--- src/rtl/multdiv_pkg.sv ---
// Shared definitions for the iterative signed multiply/divide unit.
package multdiv_pkg;

    localparam int WIDTH = 32;
    localparam int ITERS = 32;
    localparam int CNT_W = 5;

    typedef enum logic [1:0] {
        IDLE = 2'd0,
        BUSY = 2'd1,
        FIX  = 2'd2,
        DONE = 2'd3
    } state_t;

endpackage

--- src/rtl/negate_32.sv ---
// Two's-complement negation (invert plus one), purely combinational.
module negate_32
    import multdiv_pkg::*;
(
    input  logic [WIDTH-1:0] din,
    output logic [WIDTH-1:0] dout
);

    assign dout = ~din + WIDTH'(1);

endmodule

--- src/rtl/multdiv_unit.sv ---
// Radix-2 signed multiply/divide, one iteration per cycle on operand magnitudes.
// Define MULTDIV_DIV_EN to build the divide datapath; otherwise divide reports an exception.
module multdiv_unit #(
    parameter int WIDTH = multdiv_pkg::WIDTH
) (
    input  logic             clock,
    input  logic             reset_n,
    input  logic             ctrl_MULT,
    input  logic             ctrl_DIV,
    input  logic [WIDTH-1:0] data_operandA,
    input  logic [WIDTH-1:0] data_operandB,
    output logic [WIDTH-1:0] data_result,
    output logic             data_exception,
    output logic             data_resultRDY
);
    import multdiv_pkg::*;

`ifdef MULTDIV_DIV_EN
    localparam bit DIV_EN = 1'b1;
`else
    localparam bit DIV_EN = 1'b0;
`endif

    state_t             state_q, state_d;
    logic [CNT_W-1:0]   cnt_q, cnt_d;
    logic               is_div_q, is_div_d;
    logic               sign_q, sign_d;
    logic [WIDTH-1:0]   opnd_q, opnd_d;
    logic [2*WIDTH-1:0] acc_q, acc_d;
    logic [WIDTH-1:0]   result_q, result_d;
    logic               exc_q, exc_d;
    logic               rdy_q, rdy_d;

    logic [WIDTH-1:0]   a_neg, b_neg, r_neg, a_mag, b_mag;
    logic               start_req;
    logic [WIDTH:0]     mul_sum;
    logic [2*WIDTH-1:0] mul_step;
    logic [WIDTH-1:0]   mag_hi;
    logic               fits, div_fault;

    negate_32 u_neg_a (.din(data_operandA),  .dout(a_neg));
    negate_32 u_neg_b (.din(data_operandB),  .dout(b_neg));
    negate_32 u_neg_r (.din(acc_q[WIDTH-1:0]), .dout(r_neg));

    assign a_mag     = data_operandA[WIDTH-1] ? a_neg : data_operandA;
    assign b_mag     = data_operandB[WIDTH-1] ? b_neg : data_operandB;
    assign start_req = ((state_q == IDLE) || (state_q == DONE)) && (ctrl_MULT || ctrl_DIV);

    // Shift-add: the multiplier sits in the low half and is consumed LSB first.
    assign mul_sum  = {1'b0, acc_q[2*WIDTH-1:WIDTH]} + {1'b0, opnd_q};
    assign mul_step = acc_q[0] ? {mul_sum, acc_q[WIDTH-1:1]} : {1'b0, acc_q[2*WIDTH-1:1]};

`ifdef MULTDIV_DIV_EN
    logic [WIDTH:0]     div_diff;
    logic [2*WIDTH-1:0] div_step;

    // Restoring divide: remainder in the high half, quotient bits shift into the low half.
    assign div_diff = {1'b0, acc_q[2*WIDTH-2:WIDTH-1]} - {1'b0, opnd_q};
    assign div_step = div_diff[WIDTH] ? {acc_q[2*WIDTH-2:0], 1'b0}
                                      : {div_diff[WIDTH-1:0], acc_q[WIDTH-2:0], 1'b1};
`endif

    // A negative result may reach -2^(W-1); a positive one must stay below 2^(W-1).
    assign mag_hi    = is_div_q ? '0 : acc_q[2*WIDTH-1:WIDTH];
    assign fits      = (mag_hi == '0) &&
                       (!acc_q[WIDTH-1] || (sign_q && (acc_q[WIDTH-2:0] == '0)));
    assign div_fault = is_div_q && (!DIV_EN || (opnd_q == '0));

    always_ff @(posedge clock or negedge reset_n) begin
        if (!reset_n) begin
            state_q <= IDLE;
        end else begin
            // NOTE: non-blocking assignments so every flop samples pre-edge values.
            state_q <= state_d;
        end
    end

    always_comb begin
        state_d = state_q;
        case (state_q)
            IDLE, DONE: if (start_req) state_d = (ctrl_MULT || DIV_EN) ? BUSY : FIX;
            BUSY:       if (cnt_q == CNT_W'(ITERS - 1)) state_d = FIX;
            FIX:        state_d = DONE;
            default:    state_d = IDLE;
        endcase
    end

    always_comb begin
        // NOTE: every output defaults to hold first, so no path can infer a latch.
        cnt_d    = cnt_q;
        is_div_d = is_div_q;
        sign_d   = sign_q;
        opnd_d   = opnd_q;
        acc_d    = acc_q;
        result_d = result_q;
        exc_d    = exc_q;
        rdy_d    = 1'b0;
        case (state_q)
            IDLE, DONE: begin
                if (start_req) begin
                    cnt_d    = '0;
                    is_div_d = !ctrl_MULT;
                    sign_d   = data_operandA[WIDTH-1] ^ data_operandB[WIDTH-1];
                    opnd_d   = ctrl_MULT ? a_mag : b_mag;
                    acc_d    = {{WIDTH{1'b0}}, (ctrl_MULT ? b_mag : a_mag)};
                end
            end
            BUSY: begin
                cnt_d = cnt_q + CNT_W'(1);
`ifdef MULTDIV_DIV_EN
                acc_d = is_div_q ? div_step : mul_step;
`else
                acc_d = mul_step;
`endif
            end
            FIX: begin
                result_d = div_fault ? '0 : (sign_q ? r_neg : acc_q[WIDTH-1:0]);
                exc_d    = div_fault || !fits;
                rdy_d    = 1'b1;
            end
            default: ;
        endcase
    end

    always_ff @(posedge clock or negedge reset_n) begin
        if (!reset_n) begin
            cnt_q    <= '0;
            is_div_q <= 1'b0;
            sign_q   <= 1'b0;
            opnd_q   <= '0;
            acc_q    <= '0;
            result_q <= '0;
            exc_q    <= 1'b0;
            rdy_q    <= 1'b0;
        end else begin
            cnt_q    <= cnt_d;
            is_div_q <= is_div_d;
            sign_q   <= sign_d;
            opnd_q   <= opnd_d;
            acc_q    <= acc_d;
            result_q <= result_d;
            exc_q    <= exc_d;
            rdy_q    <= rdy_d;
        end
    end

    assign data_result    = result_q;
    assign data_exception = exc_q;
    assign data_resultRDY = rdy_q;

endmodule

--- config.mk ---
export PLATFORM = sky130hd
export DESIGN_NAME = multdiv_unit
export DESIGN_NICKNAME = d
export VERILOG_FILES = /design/src/rtl/multdiv_pkg.sv /design/src/rtl/negate_32.sv /design/src/rtl/multdiv_unit.sv
export SDC_FILE = /design/constraint.sdc
export NUM_CORES = 1
export LEC_CHECK = 0
export ABC_AREA = 0
export CAP_MARGIN = 15
export CELL_PAD_IN_SITES_DETAIL_PLACEMENT = 0
export CELL_PAD_IN_SITES_GLOBAL_PLACEMENT = 1
export CORE_UTILIZATION = 30
export DETAILED_ROUTE_END_ITERATION = 8
export HOLD_SLACK_MARGIN = 0.02
export PLACE_DENSITY = 0.66
export SLEW_MARGIN = 20
export SYNTH_ARGS = -nofsm -noshare
export SYNTH_HDL_FRONTEND = slang
export SYNTH_HIERARCHICAL = 1
export SYNTH_SLANG_ARGS = --single-unit
export TNS_END_PERCENT = 10
--- constraint.sdc ---
create_clock -name clock -period 4.88 [get_ports clock]
set_input_delay 0.976 -clock clock [delete_from_list [all_inputs] [get_ports clock]]
set_output_delay 0.976 -clock clock [all_outputs]
set_load 0.02 [all_outputs]
Word level (Yosys, flattened, before mapping)
Cells that the tools add are included.
{ "word_totals": {"register_bits": 139, "in_bits": 68, "elab_cells": 59} }
{ "classes": {"addsub": 5, "eq_ne": 6, "muxes": 17, "bitwise_logic": 4, "n_reduce_logical": 18} }
{ "ops": {"columns": ["op", "n"], "rows": [
  ["32-bit 2-to-1 mux", 7],
  ["64-bit 2-to-1 mux", 2],
  ["64-bit case mux with 2 select lines", 1],
  ["32-bit by 1-bit adder with 32-bit output (second input constant)", 3],
  ["32-bit inverter", 3],
  ["32-bit by 32-bit adder with 33-bit output", 1],
  ["32-bit zero test", 1],
  ["31-bit zero test", 1],
  ["5-bit case mux with 2 select lines", 1],
  ["2-bit 2-to-1 mux", 3],
  ["2-bit case mux with 3 select lines", 1],
  ["2-bit AND reduction", 3],
  ["5-bit by 1-bit adder with 5-bit output (second input constant)", 1],
  ["5-bit equality test (second input constant)", 1],
  ["5-bit 2-to-1 mux", 1],
  ["2-bit equality test (second input constant)", 2],
  ["1-bit logical OR", 4],
  ["2-bit inequality test (second input constant)", 2],
  ["1-bit logical AND", 3],
  ["1-bit zero test", 3],
  ["2-bit by 1-bit equality test with 1-bit output (second input constant)", 1],
  ["2-bit zero test", 1],
  ["2-bit nonzero test", 1],
  ["2-bit OR reduction", 1],
  ["2 further kinds", 2]
]} }

Depth between registers and ports, before layout
{ "logic_depth": {"word_depth": 6, "depth_mapped": 11, "depth_no_buf": 11} }

Cells and area by module
Netlist, hierarchy kept.
{ "by_module_without_submodules": {"columns": ["module", "instances", "cells_each", "area_each_um2"], "rows": [
  ["multdiv_unit", 1, 1057, 9158.8],
  ["negate_32", 3, 83, 636.9]
]} }

Worst setup path before layout
No wires, ideal clock.
{ "synth_path": {"kind": "input-to-reg", "from": "input port data_operandA[15]", "to": "register acc_q[30]", "setup_time_ps": 83, "arrival_ps": 2831, "required_time_ps": 4797, "slack_ps": 1967, "cell_stages": 10, "cell_sequence": "or4_1 -> buf_6 -> nand3b_4 -> nor4_4 -> xnor2_1 -> mux2_2 -> nor2_1 -> a211oi_1 -> a21oi_1 -> o21ai_0"} }
{ "synth_via": {"elab_chain_cells": 6} }
{ "synth_lines": {"columns": ["element", "line_no", "rtl"], "rows": [
  ["start: declaration", "multdiv_unit.sv:10", "input logic [WIDTH-1:0] data_operandA,"],
  ["32-bit inverter", "negate_32.sv:9", "assign dout = ~din + WIDTH'(1);"],
  ["32-bit by 1-bit adder with 32-bit output", "negate_32.sv:9", null],
  ["named net a_neg[30]", "multdiv_unit.sv:34", "logic [WIDTH-1:0] a_neg, b_neg, r_neg, a_mag, b_mag;"],
  ["32-bit 2-to-1 mux", "multdiv_unit.sv:45", "assign a_mag = data_operandA[WIDTH-1] ? a_neg : data_operandA;"],
  ["32-bit 2-to-1 mux", "multdiv_unit.sv:105", "acc_d = {{WIDTH{1'b0}}, (ctrl_MULT ? b_mag : a_mag)};"],
  ["64-bit 2-to-1 mux", "multdiv_unit.sv:100", "if (start_req) begin"],
  ["64-bit case mux with 2 select lines", "multdiv_unit.sv:98", "case (state_q)"],
  ["end signal: assignment", "multdiv_unit.sv:131", "acc_q <= '0;"],
  ["end signal: assignment", "multdiv_unit.sv:140", "acc_q <= acc_d;"],
  ["end: declaration", "multdiv_unit.sv:29", "logic [2*WIDTH-1:0] acc_q, acc_d;"]
]} }
The timed path passes the listed nets, and every way through them passes these cells. The select of a mux whose other input is x is not followed.
A chain may end at the register's enable or synchronous reset.

Final worst setup path
{ "layout_path": {"from": "input port data_operandA[5]", "to": "register acc_q[28]"} }
Same word-level chain as after synthesis.

==> impl.org <==
** Placement
- Cell Area, Placed :: 12400 sq um
- Before CTS, the worst setup slack after placement is 952 ps.
- Placer Congestion :: 0.852
- Hpwl dp :: 26.3 mm
- Count of port buffers added during placement :: 101
- After detailed placement, the design holds a cell count of 1797.

** Timing
- The number of hold violations in the final report was 0.
- Setup slack on the critical path of the routed design comes to 1290 ps.
- Setup repair after global routing left no endpoint under its margin.
- In the final timing run, aggregate negative setup slack is 0 ps.
- For the pin with the worst max-slew slack, the measured transition is 1030 ps.
- Maximum achievable frequency :: 0.279 GHz
- Headroom to the max-slew limit came out at 31.7%.
- Worst hold slack after final layout :: 496 ps
- For the final database, setup skew stands at 15.4 ps.
- In the finished design, the share of the clock period the worst path needs comes to 73.6%.
- Final slew viol count :: 0
- Final critical-path required period :: 3590 ps
- # setup viols final :: 0

** Layout
- Syn-to-layout area delta :: 17.9%
- Reg area :: 3480 sq um
- Antenna diode count :: 0
- Cells with a size suffix above 1 make up 9.06% of the layout.
- Final core area utilization :: 36.4%
- At the end of the flow, the number of nets in the layout was 1463.
- The finished cells cover 13100 sq um.
- Summing all multi-input logic gate instances after layout gives 7050 sq um.
- Final std cells w/o fill :: 1829
- Number of inserted filler cells in the final layout :: 3722

** Setup path
- Data on the critical path is required at its endpoint by 5230 ps.
- Data arrives at the worst endpoint at 3940 ps.
- STA classifies the critical path endpoint as a register.
- Across all register-to-register paths, the minimum setup slack is 1920 ps.
- The worst setup path is of the in2reg kind.
- Critical path launch point type :: input port
- Of all nets on the critical path, the largest fanout is 9.

** CTS
- The clock reaches the later pin of the worst-skew pair after 440 ps.
- Sinks on the clock net :: 139
- H-Tree Level Count :: 4
- CTS clk-pin slew, worst paths :: 60 ps
- Counting along the longest clock path gives a buffer depth of 2.
- Total clock buffers created by CTS :: 17
- Root Buffer Master :: clkbuf_16
- Post-CTS repair timing setup buffer count :: 0
- Hold repair after CTS inserted 0 buffers.
- TritonCTS clock tree :: yes
- Post-cts resize count :: 0

** Routing
- Starting DRC count in detailed routing :: 579
- Via density :: 5.40
- The pre-antenna-repair detailed-routing pass consisted of 5 iterations.
- Length of routed met2 wiring :: 16.4 mm
- In the routed design, unresolved DRC markers number 0.
- Detail-routed net length per standard cell :: 19.3 microns
- Routed via count :: 9884
- For this block, the routed nets add up to 35.2 mm of wire.
- Metal3 WL :: 988 microns
- The detail route stage leaves a number of antenna-violating nets equal to 0.
- Top layer used by detailed routing :: met4
- Met1 WL :: 17.2 mm

** Global route
- For this run, the total global-route usage over all layers was measured as 19.0%.
- Entering global routing, the biggest net connects 82 pins.
- The first global-routing pass estimated 56.0 mm of wire.
- Antenna violations before repair :: 0
- Final global-route overflow total :: 0
- Via count of the first global-routing pass :: 9569

** Synthesis
- The most common cell in the synthesized netlist is dfrtp_1.
- Syn nets :: 1414
- The number of different library cells used by synthesis comes to 66.
- In the synthesized netlist the async set-or-reset flop fraction comes to 100%.
- Count of state elements after synthesis :: 139
- Number of flops mapped to enable cells by yosys :: 0
- The mapped netlist covers 11100 sq um.
- The most used flip-flop cell after synthesis is dfrtp_1.
- Counting instances in the post-synthesis netlist gives the leading cell types as 139 x dfrtp_1, 112 x nor2_1, 99 x nand2_1.
- In this run the biggest area consumer among cell types represents 31.4% of the synthesized area.
- Synthesized area divided by synthesized cell count :: 8.48 sq um
- Synthesized instance count :: 1306
- Sequential area share after synthesis :: 31.4%
- By area the synthesized netlist is led by dfrtp_1 31%, xnor2_1 6.9%, mux2i_1 6.8%.
- Yosys Warn Count :: 6
- Of all cell types, the one taking the most synthesized area is dfrtp_1.

** Floorplan
- FP Rows :: 69
- The die is 194 microns wide.
- Core outline area :: 35900 sq um
- Die Footprint :: 37700 sq um
- Once the floorplan was initialized, standard cells occupied 30.8% of the core.
- In this run the vertical extent of the chip is 194 microns.
- I/O pin count :: 102

** Pwr
- Total power for the finished layout comes to 7.70 mW.
- Across the VDD grid, the largest voltage drop is 473 uV.
- For this design the ratio of total power to cell area is 590 nW/um^2.
- In this run the static leakage power is 5.14 nW.

** Outcome
- Run status :: finished clean

** Flow run
- Max-capacitance violation count :: 0

** Min path
- Tightest Hold Check Type :: reg2reg
[worst paths after layout]
check | start | end | cells after the start
setup / recovery | data_operandA[5] | acc_q[28] | 10
hold / removal | opnd_q[18] | opnd_q[18] | 2
setup reg to reg | opnd_q[0] | acc_q[59] | 9
hold reg to reg | opnd_q[18] | opnd_q[18] | 2
max in group asynchronous | reset_n | acc_q[61] | 2
min in group asynchronous | reset_n | data_result[1] | 1
[cell families after synthesis]
kind of cell | share of synthesized area (%)
muxes | 10.2
buffers and inverters | 5.01
AOI/OAI and AO/OA | 19.8
DFF | 31.4
xor gates and xnor gates | 9.18
adders and majority gates | 4.59
and+or+nand+nor | 19.8
[cell type report]
class                      instances  share of cell area, %
tap                              461                   4.42
inverter                          47                   1.35
clock buffer                      17                   3.26
timing repair buffer             117                   8.79
clock inverter                    15                   1.52
sequential                       139                   26.7
multi-input combinational       1033                   54.0
[cells in the final DEF (no fill, tap or decap), types with 4 or more instances in the layout]
cell and count:
dfrtp_1 138, nor2_1 112, nand2_1 99, clkdlybuf4s50_1 98, o21ai_0 94, a21oi_1 91, xnor2_1 87, mux2i_1 75
inv_1 46, o22ai_1 42, ha_1 39, nor4_1 38, a22oi_1 37, nor3_1 35, mux2_2 32, xor2_1 29
o21ai_1 21, a211oi_1 21, nand3_1 18, clkbuf_16 17, or3_1 16, buf_4 14, nand2b_1 12, nor4_2 12
nand4_1 11, and3_1 9, nor2b_1 9, a21o_1 9, o211ai_1 7, or4_1 7, inv_6 7, nand4_2 6
a31oi_1 5, and2_1 4, o21a_1 4, a22o_1 4
[critical path: stages]
cell,delay (ps)
clkdlybuf4s50_1,490
nor4_2,660
nand4_2,450
nor3_1,320
xnor2_1,150
mux2_2,180
nor2_1,40
a211oi_1,440
a21oi_1,70
o21ai_0,160
[registers in the layout (all words and copies together) (netlist names)]
name / cells
cnt_q: 5
data_exception: 1
state_q: 2
acc_q: 64
data_resultRDY: 1
opnd_q: 32
div_fault: 1
data_result: 32
sign_q: 1
[per-layer routing]
metal | up-vias | track usage [%]
met5 | - | 0
met4 | 0 | 5.11
met3 | 37 | 2.66
met2 | 180 | 30.6
met1 | 4795 | 26.3
li1 | 4872 | -
[report_power, final]
group | switching [mW] | total [mW] | internal (mW) | leakage, nW
Clock | 0.588 | 1.41 | 0.825 | 0.304
Combinational | 2.34 | 3.93 | 1.59 | 3.06
Sequential | 0.729 | 2.36 | 1.63 | 1.78
Total | 3.66 | 7.70 | 4.04 | 5.14
(Power assumes the default switching activity.)
